File: src/rtl/sram_rw_arbiter_pkg.sv
// Shared sizing and state encoding for the two-requester SRAM arbiter.
package sram_rw_arbiter_pkg;

  localparam int unsigned DEPTH  = 256;
  localparam int unsigned ADDR_W = $clog2(DEPTH);
  localparam int unsigned DATA_W = 64;
  localparam int unsigned MASK_W = DATA_W / 8;

  typedef enum logic {
    INIT,
    RUN
  } state_t;

endpackage

File: src/rtl/resp_fifo2.sv
// Two-entry synchronous response FIFO with occupancy output.
// Ports:
//   clock, reset      : clock, synchronous active-high reset
//   push, push_data   : enqueue one read word
//   valid, ready, data: dequeue handshake (pop when valid & ready)
//   occ               : current number of stored entries (0..2)
module resp_fifo2
  import sram_rw_arbiter_pkg::*;
(
  input  logic              clock,
  input  logic              reset,
  input  logic              push,
  input  logic [DATA_W-1:0] push_data,
  output logic              valid,
  input  logic              ready,
  output logic [DATA_W-1:0] data,
  output logic [1:0]        occ
);

  logic [DATA_W-1:0] mem [2];
  logic              wr_ptr;
  logic              rd_ptr;
  logic [1:0]        count;
  logic              pop;
  logic              do_push;

  assign pop     = valid & ready;
  // A push into a full FIFO is only legal when the head leaves the same cycle.
  assign do_push = push & ((count != 2'd2) | pop);

  // Pointer and occupancy state
  always_ff @(posedge clock) begin
    if (reset) begin
      wr_ptr <= 1'b0;
      rd_ptr <= 1'b0;
      count  <= 2'd0;
    end else begin
      if (do_push) wr_ptr <= ~wr_ptr;
      if (pop)     rd_ptr <= ~rd_ptr;
      count <= count + 2'(do_push) - 2'(pop);
    end
  end

  // Data storage, not reset
  always_ff @(posedge clock) begin
    if (do_push) mem[wr_ptr] <= push_data;
  end

  assign valid = (count != 2'd0);
  assign data  = mem[rd_ptr];
  assign occ   = count;

endmodule

File: src/rtl/sram_rw_arbiter.sv
// Arbitrates two read/write requesters onto one single-port SRAM, zero-fills
// the SRAM after reset and returns read data through per-requester FIFOs.
// Ports:
//   clock, reset           : clock, synchronous active-high reset
//   req_n_*  (n = 0,1)     : request channel; req_n_ready is the grant
//   resp_n_* (n = 0,1)     : read-response channel
//   sram_*                 : SRAM port; sram_rdata arrives one cycle after a read
//   init_done              : zero-fill finished, requests now accepted
module sram_rw_arbiter
  import sram_rw_arbiter_pkg::*;
(
  input  logic              clock,
  input  logic              reset,
  input  logic              req_0_valid,
  output logic              req_0_ready,
  input  logic              req_0_wmode,
  input  logic [ADDR_W-1:0] req_0_addr,
  input  logic [MASK_W-1:0] req_0_wmask,
  input  logic [DATA_W-1:0] req_0_wdata,
  output logic              resp_0_valid,
  input  logic              resp_0_ready,
  output logic [DATA_W-1:0] resp_0_rdata,
  input  logic              req_1_valid,
  output logic              req_1_ready,
  input  logic              req_1_wmode,
  input  logic [ADDR_W-1:0] req_1_addr,
  input  logic [MASK_W-1:0] req_1_wmask,
  input  logic [DATA_W-1:0] req_1_wdata,
  output logic              resp_1_valid,
  input  logic              resp_1_ready,
  output logic [DATA_W-1:0] resp_1_rdata,
  output logic              sram_en,
  output logic              sram_wmode,
  output logic [ADDR_W-1:0] sram_addr,
  output logic [MASK_W-1:0] sram_wmask,
  output logic [DATA_W-1:0] sram_wdata,
  input  logic [DATA_W-1:0] sram_rdata,
  output logic              init_done
);

  state_t            state_q, state_d;
  logic [ADDR_W-1:0] counter_q, counter_d;
  logic              ptr_q, ptr_d;
  logic              inflight_0_q, inflight_0_d;
  logic              inflight_1_q, inflight_1_d;
  logic [1:0]        occ_0, occ_1;
  logic              elig_0, elig_1;

  // Reads are held back once the FIFO could not absorb another response.
  assign elig_0 = req_0_valid & (req_0_wmode | ((3'(occ_0) + 3'(inflight_0_q)) < 3'd2));
  assign elig_1 = req_1_valid & (req_1_wmode | ((3'(occ_1) + 3'(inflight_1_q)) < 3'd2));

  // State, init counter, priority pointer and in-flight read flags
  always_ff @(posedge clock) begin
    if (reset) begin
      state_q      <= INIT;
      counter_q    <= '0;
      ptr_q        <= 1'b0;
      inflight_0_q <= 1'b0;
      inflight_1_q <= 1'b0;
    end else begin
      state_q      <= state_d;
      counter_q    <= counter_d;
      ptr_q        <= ptr_d;
      inflight_0_q <= inflight_0_d;
      inflight_1_q <= inflight_1_d;
    end
  end

  // Next-state, arbitration and SRAM drive
  always_comb begin
    state_d      = state_q;
    counter_d    = counter_q;
    ptr_d        = ptr_q;
    inflight_0_d = 1'b0;
    inflight_1_d = 1'b0;
    req_0_ready  = 1'b0;
    req_1_ready  = 1'b0;
    sram_en      = 1'b0;
    sram_wmode   = 1'b0;
    sram_addr    = '0;
    sram_wmask   = '0;
    sram_wdata   = '0;
    init_done    = 1'b0;

    case (state_q)
      INIT: begin
        sram_en    = 1'b1;
        sram_wmode = 1'b1;
        sram_wmask = '1;
        sram_addr  = counter_q;
        counter_d  = counter_q + ADDR_W'(1);
        if (counter_q == ADDR_W'(DEPTH - 1)) state_d = RUN;
      end
      RUN: begin
        init_done = 1'b1;
        // ptr_q names the side that wins a tie.
        if (elig_0 && (!elig_1 || !ptr_q)) begin
          req_0_ready  = 1'b1;
          sram_en      = 1'b1;
          sram_wmode   = req_0_wmode;
          sram_addr    = req_0_addr;
          sram_wmask   = req_0_wmask;
          sram_wdata   = req_0_wdata;
          inflight_0_d = ~req_0_wmode;
          ptr_d        = 1'b1;
        end else if (elig_1) begin
          req_1_ready  = 1'b1;
          sram_en      = 1'b1;
          sram_wmode   = req_1_wmode;
          sram_addr    = req_1_addr;
          sram_wmask   = req_1_wmask;
          sram_wdata   = req_1_wdata;
          inflight_1_d = ~req_1_wmode;
          ptr_d        = 1'b0;
        end
      end
      default: state_d = INIT;
    endcase
  end

  // The in-flight flag marks the cycle in which sram_rdata is valid.
  resp_fifo2 u_fifo_0 (
    .clock     (clock),
    .reset     (reset),
    .push      (inflight_0_q),
    .push_data (sram_rdata),
    .valid     (resp_0_valid),
    .ready     (resp_0_ready),
    .data      (resp_0_rdata),
    .occ       (occ_0)
  );

  resp_fifo2 u_fifo_1 (
    .clock     (clock),
    .reset     (reset),
    .push      (inflight_1_q),
    .push_data (sram_rdata),
    .valid     (resp_1_valid),
    .ready     (resp_1_ready),
    .data      (resp_1_rdata),
    .occ       (occ_1)
  );

endmodule

File: config.mk
export PLATFORM = sky130hd
export DESIGN_NAME = sram_rw_arbiter
export DESIGN_NICKNAME = d
export VERILOG_FILES = /design/src/rtl/sram_rw_arbiter_pkg.sv /design/src/rtl/resp_fifo2.sv /design/src/rtl/sram_rw_arbiter.sv
export SDC_FILE = /design/constraint.sdc
export NUM_CORES = 1
export LEC_CHECK = 0
export ABC_AREA = 1
export CAP_MARGIN = 5
export CORE_AREA = 2 2 174 176
export DETAILED_ROUTE_END_ITERATION = 10
export DIE_AREA = 0 0 176 178
export MAX_ROUTING_LAYER = met4
export PLACE_DENSITY = 0.72
export SYNTH_ARGS = -nofsm -noshare
export SYNTH_HDL_FRONTEND = slang
export SYNTH_SLANG_ARGS = --single-unit
File: constraint.sdc
create_clock -name clock -period 4.2 [get_ports clock]
set_input_delay 0.42 -clock clock [delete_from_list [all_inputs] [get_ports clock]]
set_output_delay 0.42 -clock clock [all_outputs]
set_load 0.02 [all_outputs]
==> run metrics, run 1 <==
Max stage delay on crit path 610 ps; synth-to-layout area growth 51.33%; dpl hpwl 27380 µm; synthesized instance count 816; Final Net Count 1502; Yosys top cell area share 67.49%; Mean Syn Cell Area 13.96 µm²; Design Area, Final 0.01724 mm²; reg2reg setup slack 2450 ps; clock share of power 37.4%; Setup crit start kind primary input; RR Endpoint u_fifo_1.mem[1][23]; number of antenna violations at the first check in global routing 3; first-iteration detailed-routing DRC count 439; Crit Path Class primary input to output port; clock root cell clkbuf_16; Reg clk slew, reported paths 60 ps; critical path endpoint category output port; Synth area leaders edfxtp_1, mux2_2, nand2_1, dfxtp_1, nand3_1; Req. time, crit path 3780 ps; Yosys warning count 0; FP Rows 63; htree depth 1; Avg WL per Cell 21.80 µm; Core Region 0.02940 mm²; worst setup slack after layout 607.4 ps; Tcrit/Tclk final 85.54%; part of the power in registers 52.2%; GPL Wtd Cong 0.9210; library cells used by synthesis 26; reg2reg start u_fifo_1.occ[1]; outcome completed; setup tns final 0 ps; Tightest Pin Transition 1032 ps; final setup vio count 0; gr usage total 22.97%; vias in the first global route 7997; CTS buffer count 27; Slew headroom 31.22%; TritonCTS clock tree yes; Yosys top cell by area edfxtp_1; CP max-delay cell clkdlybuf4s50_1; hold path depth 1; final core occ 58.63%; Worst Min Path Start u_fifo_0.rd_ptr; post-route ant nets 0; crit path launch req_1_valid; # DRC 0; Die Area 0.03133 mm²; Place WS 614.1 ps; static leakage 6.173 nW; Pre-Repair DR Iteration Count 4; Logic pwr share 10.4%; worst-skew pair later-pin latency 530 ps; hold buffers post-CTS 0; first-pass GRT wire length 50650 µm; commonest cells after routing, fill and taps aside clkdlybuf4s50_1, edfxtp_1, nand2_1; commonest non-fill, non-tap cell in the layout clkdlybuf4s50_1; WL final 36530 µm; most used cell, CP nand2_1; RSZ-0062 raised after global routing false; pin count of the biggest net entering global routing 66; Clock Sinks 278; Initial Util 38.74%; Final Skew 8.404 ps; Final Slew Violations 0; vias per cell 4.823; DIE WIDTH 176 µm; path type of the worst min-delay path flip-flop to flip-flop; Switching Fraction 21.24%; number of I/O pins 447; top fanout value on the critical path 65; FF+latch count, synth 278; die span in y 178 µm; Placed Area 0.01642 mm²; post-CTS setup buffer count 0; post-synthesis cell area 0.01139 mm²; Port Buffers 446; sequential area share after synthesis 71.35%; total grt overflow 0; Syn Nets 1053; endpoints failing hold 0; min cycle time layout 3593 ps; P_int 4.638 mW; CP arrival 3170 ps; layout cells sized above 1 17.07%; maxcap violations 0; peak supply drop 0.0002676 V; post-CTS sizing 0; R2R depth 6; Via Count 8084; Power Density 341.6 mW/mm²; Clock Path Buffers 3; Max Freq 278.3 MHz; worst-path cell chain clkdlybuf4s50_1, nand2_1, nand2_4, nand2_1, nand2_2, buf_4, nand2_1, inv_2, buf_12, nand2_1, nand2_1, clkdlybuf4s50_1; NetSw 1.250 mW
routing by layer:
metal	global-route usage [%]	wire [µm]	up-vias	share of wire, %
met5	-	0	-	0
met4	10.50	1676	0	4.6
met3	6.309	3134	68	8.6
met2	39.53	18420	374	50
met1	24.85	13300	3840	36
li1	-	-	3802	-
cell type report:
class	count	area, µm²
clock buffer	33	728.2
inverter	27	101.3
sequential	278	8135
tap	390	488.0
antenna	3	7.507
fill	2311	12160
multi-input combinational	474	2974
clock inverter	14	86.33
timing repair buffer	457	4717
power groups by stage:
stage / Sequential (mW) / Clock, mW / Combinational, mW
floorplan: 3.09 / 0 / 0.245
global placement: 3.13 / 0 / 0.606
detailed placement: 3.13 / 0 / 0.613
CTS: 3.07 / 2.25 / 0.617
global route: 3.08 / 2.37 / 0.645
finish: 3.07 / 2.20 / 0.612
cell usage after synthesis:
| library cell | count |
|---|---|
| nand3_1 | 44 |
| o211ai_1 | 1 |
| a21boi_0 | 1 |
| clkbuf_1 | 6 |
| nor3_1 | 2 |
| inv_2 | 5 |
| buf_2 | 24 |
| dfxtp_1 | 22 |
| nor2_4 | 1 |
| nand3_2 | 1 |
| inv_1 | 22 |
| a21boi_1 | 1 |
| nor2_8 | 1 |
| nand2_4 | 1 |
| buf_6 | 6 |
| ha_1 | 5 |
| nand2_1 | 238 |
| nor2_1 | 19 |
| xnor2_1 | 3 |
| nand4_1 | 2 |
| a21oi_1 | 13 |
| buf_4 | 1 |
| edfxtp_1 | 256 |
| o21ai_0 | 12 |
| mux2_2 | 128 |
| nand2_2 | 1 |
registers in the layout (all words and copies together) (netlist names), named ones only:
name / flops
ptr_q: 1
counter_q: 8
u_fifo_1.mem: 128
state_q: 1
u_fifo_0.wr_ptr: 1
inflight_1_q: 1
u_fifo_1.rd_ptr: 1
inflight_0_q: 1
u_fifo_0.rd_ptr: 1
u_fifo_1.occ: 2
u_fifo_1.wr_ptr: 1
u_fifo_0.occ: 2
u_fifo_0.mem: 128
through the flow:
| stage | hold slack, ps | cells | power [mW] |
|---|---|---|---|
| detailed placement | 430.4 | 1626 | 3.747 |
| finish | 446.9 | 1676 | 5.888 |
| floorplan | 425.6 | 816 | 3.337 |
| global placement | 425.9 | 1626 | 3.740 |
| global route | 461.9 | 1676 | 6.091 |
| CTS | 442.8 | 1673 | 5.944 |
how the worst max path moves through the flow:
stage	slack (ps)	end	cells after the start
6_report	610	sram_wdata[47]	12
5_1_grt	440	sram_wdata[47]	12
4_1_cts	600	sram_wdata[30]	12
3_3_place_gp	710	sram_wdata[30]	12
3_5_place_dp	610	sram_wdata[30]	12
2_1_floorplan	360	u_fifo_1.mem[1][0]	4
kinds of logic after synthesis:
logic type | Yosys count | share of synthesized area [%]
compound gates | 28 | 1.296
xor+xnor | 3 | 0.2307
fa+ha+maj | 5 | 0.5492
buf+inv | 64 | 2.801
flops | 278 | 71.35
mux | 128 | 12.65
simple gates | 310 | 11.12
worst max-delay path, delay by kind of cell:
| kind | cells | cell delay (ps) |
|---|---|---|
| buffers and inverters | 5 | 1670 |
| and+or+nand+nor | 7 | 1000 |
Power figures use the tool's default switching activity.
==> inputs of run 2 (changes only) <==
--- a/config.mk
+++ b/config.mk
@@ -7,11 +7,11 @@
 export LEC_CHECK = 0
 export ABC_AREA = 1
 export CAP_MARGIN = 5
-export CORE_AREA = 2 2 174 176
+export CORE_AREA = 2 2 173 175
 export DETAILED_ROUTE_END_ITERATION = 10
-export DIE_AREA = 0 0 176 178
+export DIE_AREA = 0 0 175 177
+export DONT_BUFFER_PORTS = 1
 export MAX_ROUTING_LAYER = met4
-export PLACE_DENSITY = 0.72
 export SYNTH_ARGS = -nofsm -noshare
 export SYNTH_HDL_FRONTEND = slang
 export SYNTH_SLANG_ARGS = --single-unit
==> run metrics, run 2 (synthesis results as in run 1) <==
Reg clk slew, reported paths 60 ps (about the same); htree depth 1 (unchanged); TritonCTS clock tree yes; gr usage total 22.91% (-0.057 points); RSZ-0062 raised after global routing false; Final Non-Filler Cells 1307 (-22%); Power Density 445.6 mW/mm² (+30%); WL final 36200 µm (-0.91%); final setup vio count 0 (unchanged); Slew headroom 30.69% (-0.53 points); maxcap violations 0 (unchanged); Clock Path Buffers 3 (unchanged); Placed Cells 1180 (-27%); first-pass GRT wire length 48390 µm (-4.5%); FP Rows 63 (unchanged); endpoints failing hold 0 (unchanged); Die Area 0.03098 mm² (-1.1%); CP arrival 3390 ps (+220 ps); vias in the first global route 6414 (-20%); first-iteration detailed-routing DRC count 496 (+13%); commonest non-fill, non-tap cell in the layout edfxtp_1; layout cells sized above 1 22.11% (+5.0 points); Setup crit start kind flip-flop; CTS buffer count 28 (+3.7%); number of antenna violations at the first check in global routing 9 (+6); min cycle time layout 3805 ps (+212.8 ps); GPL Wtd Cong 1.075 (+17%); Tcrit/Tclk final 90.60% (+5.1 points); outcome completed; top fanout value on the critical path 72 (+11%); # DRC 0 (unchanged); worst-skew pair later-pin latency 550 ps (+20 ps); Largest regs u_fifo_0.mem: 128 flops, u_fifo_1.mem: 128 flops, counter_q: 8 flops; post-route ant nets 0 (unchanged); Final Slew Violations 0 (unchanged); Clock Sinks 278 (unchanged); Max Freq 262.8 MHz (-5.6%); Initial Util 38.95% (+0.21 points); Tightest Pin Transition 1040 ps (+7.953 ps); dpl hpwl 26940 µm (-1.6%); Req. time, crit path 3780 ps (about the same); peak supply drop 0.0002937 V (+9.8%); number of I/O pins 447 (unchanged); Sequential Area 0.008130 mm² (about the same); fillers 2587 (+12%); Port Buffers 0 (-100%); path type of the worst min-delay path primary input to flip-flop; commonest cells after routing, fill and taps aside edfxtp_1, nand2_1, mux2_2; Via Count 6774 (-16%); clock root cell clkbuf_16; area of the multi-input gates 0.002974 mm² (unchanged); post-CTS setup buffer count 0 (unchanged); Pre-Repair DR Iteration Count 7 (+3); total grt overflow 0 (unchanged); Final Skew 25.82 ps (+17.42 ps); critical path endpoint category output port; vias per cell 5.183 (+7.5%); Final Net Count 1124 (-25%); pin count of the biggest net entering global routing 73 (+11%); synth-to-layout area growth 18.18%; die span in y 177 µm (-0.56%); static leakage 4.728 nW (-23%); Avg WL per Cell 27.69 µm (+27%); DIE WIDTH 175 µm (-0.57%); setup tns final 0 ps (unchanged); Core Region 0.02924 mm² (-0.54%); Crit Path Class flip-flop to output port
==> run 2: cell count changes in the layout (fill, tap and decap cells not counted), sizes merged <==
cell           delta
buf              -22
bufinv            +5
clkbuf            +1
clkdlybuf4s50   -424
clkinvlp          -1
diode             +5
dlygate4sd3      +67
==> run 2: critical path: stages, from the launching register on <==
cell	delay (ps)
dfxtp_1	310
inv_2	70
nand2_1	60
a21boi_1	580
nand2_2	410
nor2_4	170
buf_4	580
nand2_1	260
nand2_1	380
==> run 2: what timing repair did <==
| item | CTS | global route |
|---|---|---|
| resized for setup | 0 | 2 |
| hold endpoints to repair | 265 | 0 |
| endpoints found under the setup margin | 0 | 1 |
| hold buffers | 67 | 0 |
==> run 2: through the flow <==
stage	power, mW	hold WS [ps]	utilization, %	instance area [µm²]	setup slack, ps
after floorplan	3.337	425.6	-	11390	355.8
after global placement	3.388	433.2	40.27	11780	852.0
after detailed placement	3.387	436.3	40.27	11780	780.3
after CTS	6.062	78.04	45.95	13440	206.9
after global routing	6.189	109.9	46.03	13460	162.6
final	5.998	115.7	46.03	13460	394.6
==> run 2: per-layer routing <==
metal | global-route usage, % | vias to the layer above | share of wire [%]
li1 | - | 3052 | -
met1 | 23.63 | 3288 | 34
met2 | 40.61 | 361 | 53
met3 | 6.271 | 73 | 8.2
met4 | 10.73 | 0 | 4.8
met5 | - | - | 0
==> run 2: power breakdown <==
| part | internal [mW] | leakage (nW) | switching [mW] |
|---|---|---|---|
| clock | 1.58 | 0.490 | 1.02 |
| combinational | 0.137 | 1.76 | 0.221 |
| sequential | 3.03 | 2.48 | 0.0171 |
| total | 4.74 | 4.73 | 1.26 |
==> run 2: final timing paths <==
check	startpoint	end	slack (ps)	cells past startpoint
worst max register to register	u_fifo_0.occ[1]	u_fifo_0.mem[0][55]	2160	6
worst max-delay path	u_fifo_0.occ[1]	sram_wdata[7]	390	8
worst min register to register	u_fifo_0.rd_ptr	flip-flop	450	1
worst min-delay path	resp_0_ready	flip-flop	120	3
==> run 2: cell type report <==
cell class / count / share of cell area (%)
Tap cell: 390 / 3.625
Multi-Input combinational cell: 474 / 22.09
Timing Repair Buffer: 78 / 5.595
Sequential cell: 278 / 60.40
Clock buffer: 34 / 5.521
Inverter: 27 / 0.7714
Antenna cell: 8 / 0.1487
Clock inverter: 18 / 1.850
